===== src/rtl/seven_segment_display_decoder_if.sv =====
// Snooped display bus plus the decoded-value outputs of seven_segment_display_decoder.
// The master side drives the anode/cathode lines; the slave side is the decoder.
interface seven_segment_display_decoder_if;
    logic [3:0]  anode_in;
    logic [6:0]  cathode_in;
    logic [15:0] digits_bcd;
    logic        value_valid;
    logic        frame_strobe;
    logic        decode_error;
    logic        stalled;

    modport master (
        output anode_in, cathode_in,
        input  digits_bcd, value_valid, frame_strobe, decode_error, stalled
    );

    modport slave (
        input  anode_in, cathode_in,
        output digits_bcd, value_valid, frame_strobe, decode_error, stalled
    );
endinterface


===== src/rtl/seven_segment_display_decoder.sv =====
// Decodes a snooped multiplexed 4-digit seven-segment bus to BCD; publishes one cycle after the confirming digit-4 capture; no backpressure.
// Hex digits A-F are legal only when SEVEN_SEGMENT_DECODER_HEX_EN is defined.
module seven_segment_display_decoder #(
    parameter int SETTLE_CYCLES     = 16,
    parameter int FRAMES_TO_CONFIRM = 2,
    parameter int STALL_CYCLES      = 1000000
) (
    input  logic                           clock_100Mhz,
    input  logic                           reset_n,
    seven_segment_display_decoder_if.slave disp
);
    localparam logic [7:0]  SETTLE_L  = 8'(SETTLE_CYCLES);
    localparam logic [2:0]  CONFIRM_L = 3'(FRAMES_TO_CONFIRM);
    localparam logic [19:0] STALL_L   = 20'(STALL_CYCLES);

    typedef enum logic [2:0] {IDLE, D1, D2, D3, D4} state_t;

    // Returns {legal, value} for an active-low a..g pattern.
    function automatic logic [4:0] seg_decode(input logic [6:0] seg);
        logic [4:0] r;
        case (seg)
            7'b0000001: r = 5'h10;
            7'b1001111: r = 5'h11;
            7'b0010010: r = 5'h12;
            7'b0000110: r = 5'h13;
            7'b1001100: r = 5'h14;
            7'b0100100: r = 5'h15;
            7'b0100000: r = 5'h16;
            7'b0001111: r = 5'h17;
            7'b0000000: r = 5'h18;
            7'b0000100: r = 5'h19;
`ifdef SEVEN_SEGMENT_DECODER_HEX_EN
            7'b0001000: r = 5'h1A;
            7'b1100000: r = 5'h1B;
            7'b0110001: r = 5'h1C;
            7'b1000010: r = 5'h1D;
            7'b0110000: r = 5'h1E;
            7'b0111000: r = 5'h1F;
`endif
            default:    r = 5'h00;
        endcase
        return r;
    endfunction

    logic [3:0]  an_s1_q, an_s2_q;
    logic [6:0]  cat_s1_q, cat_s2_q;
    logic [10:0] bus_prev_q;
    logic [7:0]  settle_q, settle_d;
    logic [19:0] stall_q, stall_d;
    state_t      state_q;
    logic [15:0] frame_q, cand_q, digits_q;
    logic [2:0]  match_q;
    logic        valid_q, strobe_q, error_q, stalled_q;

    logic [10:0] bus_now;
    logic [4:0]  seg_dec;
    logic [3:0]  cap_val;
    logic [1:0]  cap_idx, cur_idx;
    state_t      cap_state;
    logic        blank, an_ok, cat_ok, capture, cap_err, cap_dig, accept;
    logic        stall_hit, frame_eq, publish;
    logic [15:0] frame_wr;
    logic [2:0]  match_next;

    assign bus_now = {an_s2_q, cat_s2_q};
    assign seg_dec = seg_decode(cat_s2_q);
    assign cat_ok  = seg_dec[4];
    assign cap_val = seg_dec[3:0];
    assign blank   = (an_s2_q == 4'b1111);

    always_comb begin
        an_ok     = 1'b1;
        cap_idx   = 2'd0;
        cap_state = D1;
        case (an_s2_q)
            4'b0111: begin cap_idx = 2'd0; cap_state = D1; end
            4'b1011: begin cap_idx = 2'd1; cap_state = D2; end
            4'b1101: begin cap_idx = 2'd2; cap_state = D3; end
            4'b1110: begin cap_idx = 2'd3; cap_state = D4; end
            default: an_ok = 1'b0;
        endcase
    end

    always_comb begin
        case (state_q)
            D2:      cur_idx = 2'd1;
            D3:      cur_idx = 2'd2;
            default: cur_idx = 2'd0;
        endcase
    end

    // Digit 1 always (re)starts a frame; otherwise only the current or next slot is accepted.
    assign accept = (cap_idx == 2'd0) ||
                    ((state_q != IDLE) && ((cap_idx == cur_idx) || (cap_idx == cur_idx + 2'd1)));

    always_comb begin
        settle_d = settle_q;
        if (bus_now != bus_prev_q)
            settle_d = '0;
        else if (settle_q != SETTLE_L)
            settle_d = settle_q + 8'd1;
    end

    assign capture = (settle_q != SETTLE_L) && (settle_d == SETTLE_L);
    assign cap_err = capture && !blank && !(an_ok && cat_ok);
    assign cap_dig = capture && !blank && an_ok && cat_ok;

    always_comb begin
        stall_d = stall_q;
        if (capture && !blank)
            stall_d = '0;
        else if (stall_q != STALL_L)
            stall_d = stall_q + 20'd1;
    end

    assign stall_hit = (stall_q != STALL_L) && (stall_d == STALL_L);

    always_comb begin
        frame_wr = frame_q;
        case (cap_idx)
            2'd0:    frame_wr[15:12] = cap_val;
            2'd1:    frame_wr[11:8]  = cap_val;
            2'd2:    frame_wr[7:4]   = cap_val;
            default: frame_wr[3:0]   = cap_val;
        endcase
    end

    assign frame_eq   = (frame_q == cand_q);
    assign match_next = !frame_eq ? 3'd1 : (match_q == CONFIRM_L) ? match_q : match_q + 3'd1;
    assign publish    = (match_next == CONFIRM_L) && (!valid_q || (frame_q != digits_q));

    // D4 is a one-cycle completion state: confirmation and publish happen there.
    always_ff @(posedge clock_100Mhz or negedge reset_n) begin
        if (!reset_n) begin
            an_s1_q    <= 4'hF;
            an_s2_q    <= 4'hF;
            cat_s1_q   <= 7'h7F;
            cat_s2_q   <= 7'h7F;
            bus_prev_q <= '1;
            settle_q   <= '0;
            stall_q    <= '0;
            state_q    <= IDLE;
            frame_q    <= '0;
            cand_q     <= '0;
            digits_q   <= '0;
            match_q    <= '0;
            valid_q    <= 1'b0;
            strobe_q   <= 1'b0;
            error_q    <= 1'b0;
            stalled_q  <= 1'b0;
        end else begin
            an_s1_q    <= disp.anode_in;
            an_s2_q    <= an_s1_q;
            cat_s1_q   <= disp.cathode_in;
            cat_s2_q   <= cat_s1_q;
            bus_prev_q <= bus_now;
            settle_q   <= settle_d;
            stall_q    <= stall_d;
            strobe_q   <= 1'b0;
            error_q    <= cap_err;
            if (stall_hit) begin
                stalled_q <= 1'b1;
                valid_q   <= 1'b0;
                match_q   <= '0;
                state_q   <= IDLE;
            end else if (cap_err) begin
                match_q <= '0;
                state_q <= IDLE;
            end else if (state_q == D4) begin
                cand_q  <= frame_q;
                match_q <= match_next;
                state_q <= IDLE;
                if (publish) begin
                    digits_q  <= frame_q;
                    valid_q   <= 1'b1;
                    strobe_q  <= 1'b1;
                    stalled_q <= 1'b0;
                end
            end else if (cap_dig) begin
                if (accept) begin
                    frame_q <= frame_wr;
                    state_q <= cap_state;
                end else begin
                    state_q <= IDLE;
                end
            end
        end
    end

    assign disp.digits_bcd   = digits_q;
    assign disp.value_valid  = valid_q;
    assign disp.frame_strobe = strobe_q;
    assign disp.decode_error = error_q;
    assign disp.stalled      = stalled_q;
endmodule


===== src/flat_wrapper.sv =====
// flat-port wrapper written by rule: the top's interface ports become plain ports
module seven_segment_display_decoder_flat 
#(
    parameter int SETTLE_CYCLES     = 16,
    parameter int FRAMES_TO_CONFIRM = 2,
    parameter int STALL_CYCLES      = 1000000
)
  (clock_100Mhz, reset_n, disp_anode_in, disp_cathode_in, disp_digits_bcd, disp_value_valid, disp_frame_strobe, disp_decode_error, disp_stalled);
  seven_segment_display_decoder_if disp_i ();
  input  logic clock_100Mhz;
  input  logic reset_n;
  input wire logic [$bits(disp_i.anode_in)-1:0] disp_anode_in;
  input wire logic [$bits(disp_i.cathode_in)-1:0] disp_cathode_in;
  output wire logic [$bits(disp_i.digits_bcd)-1:0] disp_digits_bcd;
  output wire logic [$bits(disp_i.value_valid)-1:0] disp_value_valid;
  output wire logic [$bits(disp_i.frame_strobe)-1:0] disp_frame_strobe;
  output wire logic [$bits(disp_i.decode_error)-1:0] disp_decode_error;
  output wire logic [$bits(disp_i.stalled)-1:0] disp_stalled;
  assign disp_i.anode_in = disp_anode_in;
  assign disp_i.cathode_in = disp_cathode_in;
  assign disp_digits_bcd = disp_i.digits_bcd;
  assign disp_value_valid = disp_i.value_valid;
  assign disp_frame_strobe = disp_i.frame_strobe;
  assign disp_decode_error = disp_i.decode_error;
  assign disp_stalled = disp_i.stalled;
  seven_segment_display_decoder #(.SETTLE_CYCLES(SETTLE_CYCLES), .FRAMES_TO_CONFIRM(FRAMES_TO_CONFIRM), .STALL_CYCLES(STALL_CYCLES)) u_core (.clock_100Mhz(clock_100Mhz), .reset_n(reset_n), .disp(disp_i));
endmodule

===== config.mk =====
export PLATFORM = sky130hd
export DESIGN_NAME = seven_segment_display_decoder_flat
export DESIGN_NICKNAME = d
export VERILOG_FILES = /design/src/rtl/seven_segment_display_decoder_if.sv /design/src/rtl/seven_segment_display_decoder.sv /design/src/flat_wrapper.sv
export SDC_FILE = /design/constraint.sdc
export NUM_CORES = 1
export LEC_CHECK = 0
export CAP_MARGIN = 20
export CORE_UTILIZATION = 43
export CTS_CLUSTER_DIAMETER = 120
export DETAILED_ROUTE_END_ITERATION = 6
export PLACE_DENSITY = 0.6
export SKIP_CTS_REPAIR_TIMING = 1
export SYNTH_ARGS = -nofsm -noshare
export SYNTH_HDL_FRONTEND = slang
export SYNTH_SLANG_ARGS = --single-unit

===== constraint.sdc =====
create_clock -name clock_100Mhz -period 5.4 [get_ports clock_100Mhz]
set_clock_uncertainty 0.1 [all_clocks]
set_input_delay 1.62 -clock clock_100Mhz [delete_from_list [all_inputs] [get_ports clock_100Mhz]]
set_output_delay 1.62 -clock clock_100Mhz [all_outputs]
set_load 0.005 [all_outputs]

* Word level (Yosys, flattened, before mapping)
Cells that the tools add are included.
** Storage, ports and cells
- Flip-flop bits (word level) :: 119
- Bits of input ports :: 13
- Logic and storage cells :: 120
** Operators by class
- $add $sub $neg :: 4
- Equal/unequal tests :: 31
- Multiplexer cells :: 31
- Bitwise logic cells :: 4
- Reductions and logical operators :: 31
** Operator list (number)
- 5-bit one-hot mux with 10 select lines :: 1
- 20-bit 2-to-1 mux :: 2
- 3-bit 2-to-1 mux :: 10
- 6-bit AND reduction :: 4
- 20-bit by 1-bit adder with 20-bit output, second input constant :: 1
- 20-bit equality test, second input constant :: 1
- 20-bit inequality test, second input constant :: 1
- 16-bit equality test :: 1
- 4-bit equality test, second input constant :: 4
- 8-bit 2-to-1 mux :: 2
- 16-bit inequality test :: 1
- 7-bit by 3-bit equality test with 1-bit output, second input constant :: 2
- 7-bit by 6-bit equality test with 1-bit output, second input constant :: 2
- 7-bit equality test, second input constant :: 2
- 1-bit 2-to-1 mux :: 13
- 3-bit by 2-bit equality test with 1-bit output, second input constant :: 4
- 11-bit inequality test :: 1
- 1-bit logical AND :: 9
- 3-bit one-hot mux with 3 select lines :: 1
- 8-bit by 1-bit adder with 8-bit output, second input constant :: 1
- 8-bit by 5-bit equality test with 1-bit output, second input constant :: 1
- 8-bit by 5-bit inequality test with 1-bit output, second input constant :: 1
- 7-bit by 1-bit equality test with 1-bit output, second input constant :: 1
- 7-bit by 4-bit equality test with 1-bit output, second input constant :: 1
- other kinds (23) :: 34

* Logic depth before layout (Yosys ltp)
- Word-level depth :: 12
- Gate-level depth with buffers :: 12

* Worst setup path after synthesis
OpenSTA, ideal clock, no wires.
- Path kind :: reg2reg
- Start point :: register u_core.stall_q[0]
- End point :: register u_core.cand_q[10]
- Arrival time :: 2880 ps
- Required time :: 5175 ps
- Path slack :: 2295 ps
- Cell stages (with the launch flop) :: 11
- Path through :: dfrtp_1 ha_1 xnor2_1 or3b_2 nor3_1 nand4b_1 nor4b_4 or3_1 buf_6 buf_8 mux2_4
** Between the ends
- Cells in the longest elaborated chain, start to end :: 7
** Ends and longest elaborated chain
- from (decl) :: RTL line seven_segment_display_decoder.sv:49 : logic [19:0] stall_q, stall_d;
- from (signal assigned) :: RTL line seven_segment_display_decoder.sv:158 : stall_q <= stall_d;
- 20-bit by 1-bit adder with 20-bit output / 20-bit inequality test (equally long branches) :: RTL line seven_segment_display_decoder.sv:113, seven_segment_display_decoder.sv:112, seven_segment_display_decoder.sv:116
- 20-bit 2-to-1 mux :: RTL line seven_segment_display_decoder.sv:112 : else if (stall_q != STALL_L)
- 20-bit 2-to-1 mux :: RTL line seven_segment_display_decoder.sv:110 : if (capture && !blank)
- 20-bit equality test :: RTL line seven_segment_display_decoder.sv:116 : assign stall_hit = (stall_q != STALL_L) && (stall_d == STALL_L);
- 1-bit logical AND (*) :: RTL line seven_segment_display_decoder.sv:116
- 1-bit inverter (no line) (*)
- 3-bit AND reduction (no line) (*)
- to (signal assigned) :: RTL line seven_segment_display_decoder.sv:170 : cand_q <= frame_q;
- to (decl) :: RTL line seven_segment_display_decoder.sv:51 : logic [15:0] frame_q, cand_q, digits_q;
Mark *: on every way between the ends. The rest lies on a longest branch, timed or not.
A chain may end at the register's enable or synchronous reset.

* Worst setup path after layout
- Start point :: register u_core.stall_q[1]
- End point :: register u_core.cand_q[1]
Same word-level chain as after synthesis.

==> metrics <==
via density per instance 5.28; Core ar. 0.0133 mm2; vias in the first global route 3939; worst skew pair latency 420 ps; Max VDD drop 0.000229 V; r2r endpoint u_core.cand_q[1]; unrepaired setup endpoints after global routing no; FMAX 0.261 GHz; Synth area leader dfrtp_1; status finished, final reports clean; CP Launch Type flip-flop; routing usage on met1 22.1%; sequential fraction of the synthesis area 50.7%; mapped cell area 0.00595 mm2; CTS sink cnt 119; GR Util met3 4.90%; largest net degree at the start of global routing 67; P_leak 3.16 nW; CP required 5590 ps; hold violation total from the final report 0; Clock transition at path regs 50 ps; CP Class reg -> reg; EDFF count, synth 0; initial core utilization 44.6%; fin crit share 71.0%; WHS 254 ps; Yosys reg bits 119; Avg Inst Size Synth 11.4 um2; cts bufs inserted 17; most common cell in the netlist dfrtp_1; r2r setup slk 1560 ps; worst endpoint data arrival time 4030 ps; post-synth top area share 36.2%; first-pass GRT wire length 19800 um; P per Cell Area 304 mW/mm2; Routed Antenna Nets 0; worst hold endpoint u_core.cat_s2_q[2]; Post-synth top flop dfrtp_1; WL per Instance 15.7 um; GR peak layer met2; fin area 0.00698 mm2; Inserted Diodes 0; Slew Viols, Final 0; CTS tree done; FF-to-FF Start u_core.stall_q[1]; worst rel slew slack 37.7%; synthesis-to-layout area growth 17.3%; layout cells sized above 1 24.2%; Slew @ Worst Pin 931 ps; met2 global-route usage 29.8%; share of flip-flops with an asynchronous set or reset 100%; CP Capture Type flip-flop; CP max FO 16; first drt pass iteration count 4; die area 0.0143 mm2; number of I/O port buffers 32; R2R cell count 8; Placement Cell Area 0.00637 mm2; Die Wd 120 um; # IOs 33; clock root buffer clkbuf_16; worst hold path type reg -> reg; final setup fails 0; via count 3898; maximum clock insertion buffer count 2; FP Rows 42; overall global routing resource usage 17.9%; syn nets 541; H-tree depth 4; initial antenna violation count 0; # DRC 0; post-route minimum period 3840 ps; Synth area leaders dfrtp_1 (36%), dfstp_2 (15%), xor2_1 (7.1%), mux2_2 (7.0%), xnor2_1 (3.5%); max-capacitance violation count 0; gpl congestion 0.818; number of cells on the worst hold path 0; total negative setup slack 0 ps; final wirelength 11600 um; grt total ovfl 0; post-layout net count 568; initial DRC count 192; Die H 120 um; post-DP HPWL 7950 um; Cell variety after synth 67; Hold Crit Start u_core.cat_s1_q[2]; Syn Inst Count 522; synth cell count leaders dfrtp_1 (86), xor2_1 (48), nor2_1 (44), mux2_2 (37), dfstp_2 (33); Yosys Warn Count 0
layout make-up:
cell class / instances / area, um2
Clock buffer: 20 / 489
Tap cell: 176 / 220
Fill cell: 1192 / 6360
Clock inverter: 12 / 124
Sequential cell: 119 / 3020
Inverter: 15 / 56.3
Multi-Input combinational cell: 362 / 2740
Timing Repair Buffer: 34 / 333
cells by family (layout without fill, tap and decap cells):
logic type	Yosys count	in the layout	synth area share, %
and+or+nand+nor	183	183	17.7
adders and majority gates	6	6	1.26
buffers and inverters	41	81	3.39
DFF	119	119	50.7
muxes	51	51	10.2
AOI/OAI and AO/OA	49	49	5.82
xor gates and xnor gates	73	73	10.9
registers in the layout, indices dropped and copies added (netlist names):
register / cells
u_core.cat_s1_q: 7
u_core.cand_q: 16
u_core.cat_s2_q: 7
u_core.an_s2_q: 4
u_core.disp.decode_error: 1
u_core.stall_q: 20
u_core.disp.value_valid: 1
u_core.state_q: 3
u_core.disp.stalled: 1
u_core.match_q: 3
u_core.frame_q: 16
u_core.disp.frame_strobe: 1
u_core.disp.digits_bcd: 16
u_core.an_s1_q: 4
u_core.bus_prev_q: 11
u_core.settle_q: 8
per-layer routing:
layer  vias up  part of all wire, %
li1       1881                    -
met1      1952                   45
met2        51                   51
met3        14                  2.8
met4         0                  1.3
met5         -                    0
power breakdown:
| part | switching [mW] | leakage [nW] | total (mW) | internal, mW |
|---|---|---|---|---|
| registers | 0.0138 | 1.53 | 0.929 | 0.915 |
| logic | 0.0280 | 1.33 | 0.0463 | 0.0183 |
| clock network | 0.433 | 0.298 | 1.15 | 0.713 |
| total | 0.475 | 3.16 | 2.12 | 1.65 |
placed cells by master, fill, tap and decap left out, drive strengths merged, types with 3 or more instances in the layout:
| cell type | n |
|---|---|
| dfrtp | 86 |
| xor2 | 48 |
| mux2 | 48 |
| nor2 | 45 |
| dfstp | 33 |
| clkdlybuf4s50 | 31 |
| nand2 | 31 |
| xnor2 | 25 |
| inv | 23 |
| clkbuf | 20 |
| nor3 | 18 |
| nand3 | 16 |
| a21oi | 13 |
| nor4 | 13 |
| nand4 | 12 |
| o21ai | 11 |
| nand2b | 9 |
| ha | 6 |
| and4 | 5 |
| nand4b | 5 |
| nor3b | 5 |
| or3 | 4 |
| nor2b | 4 |
| o22ai | 4 |
| mux2i | 3 |
| nand3b | 3 |
| a31oi | 3 |
| buf | 3 |
| nor4b | 3 |
| o31ai | 3 |
worst max-delay path by stage:
stage | start | to | slack (ps) | cells past startpoint
floorplan | u_core.stall_q[0] | u_core.cand_q[10] | 2300 | 10
global placement | u_core.stall_q[0] | u_core.cand_q[0] | 1660 | 8
detailed placement | u_core.stall_q[1] | u_core.cand_q[1] | 1540 | 8
CTS | u_core.stall_q[1] | u_core.cand_q[1] | 1530 | 8
global route | u_core.stall_q[1] | u_core.cand_q[1] | 1250 | 8
finish | u_core.stall_q[1] | u_core.cand_q[1] | 1560 | 8
stage by stage:
step / std cells / worst slack, ps / utilization (%) / total power, mW
floorplan: 522 / 2300 / - / 0.959
global placement: 706 / 1660 / 47.7 / 0.990
detailed placement: 706 / 1540 / 47.7 / 0.992
CTS: 738 / 1530 / 52.3 / 2.15
global route: 738 / 1250 / 52.3 / 2.20
finish: 738 / 1560 / 52.3 / 2.12
critical path, stage by stage (launching register included):
cell and delay (ps):
dfrtp_1 470, ha_1 260, xnor2_1 190, or3b_2 450
nor3_1 290, nand4b_1 210, nor4b_4 550, or3_1 780
mux2_2 420
Power figures use the tool's default switching activity.
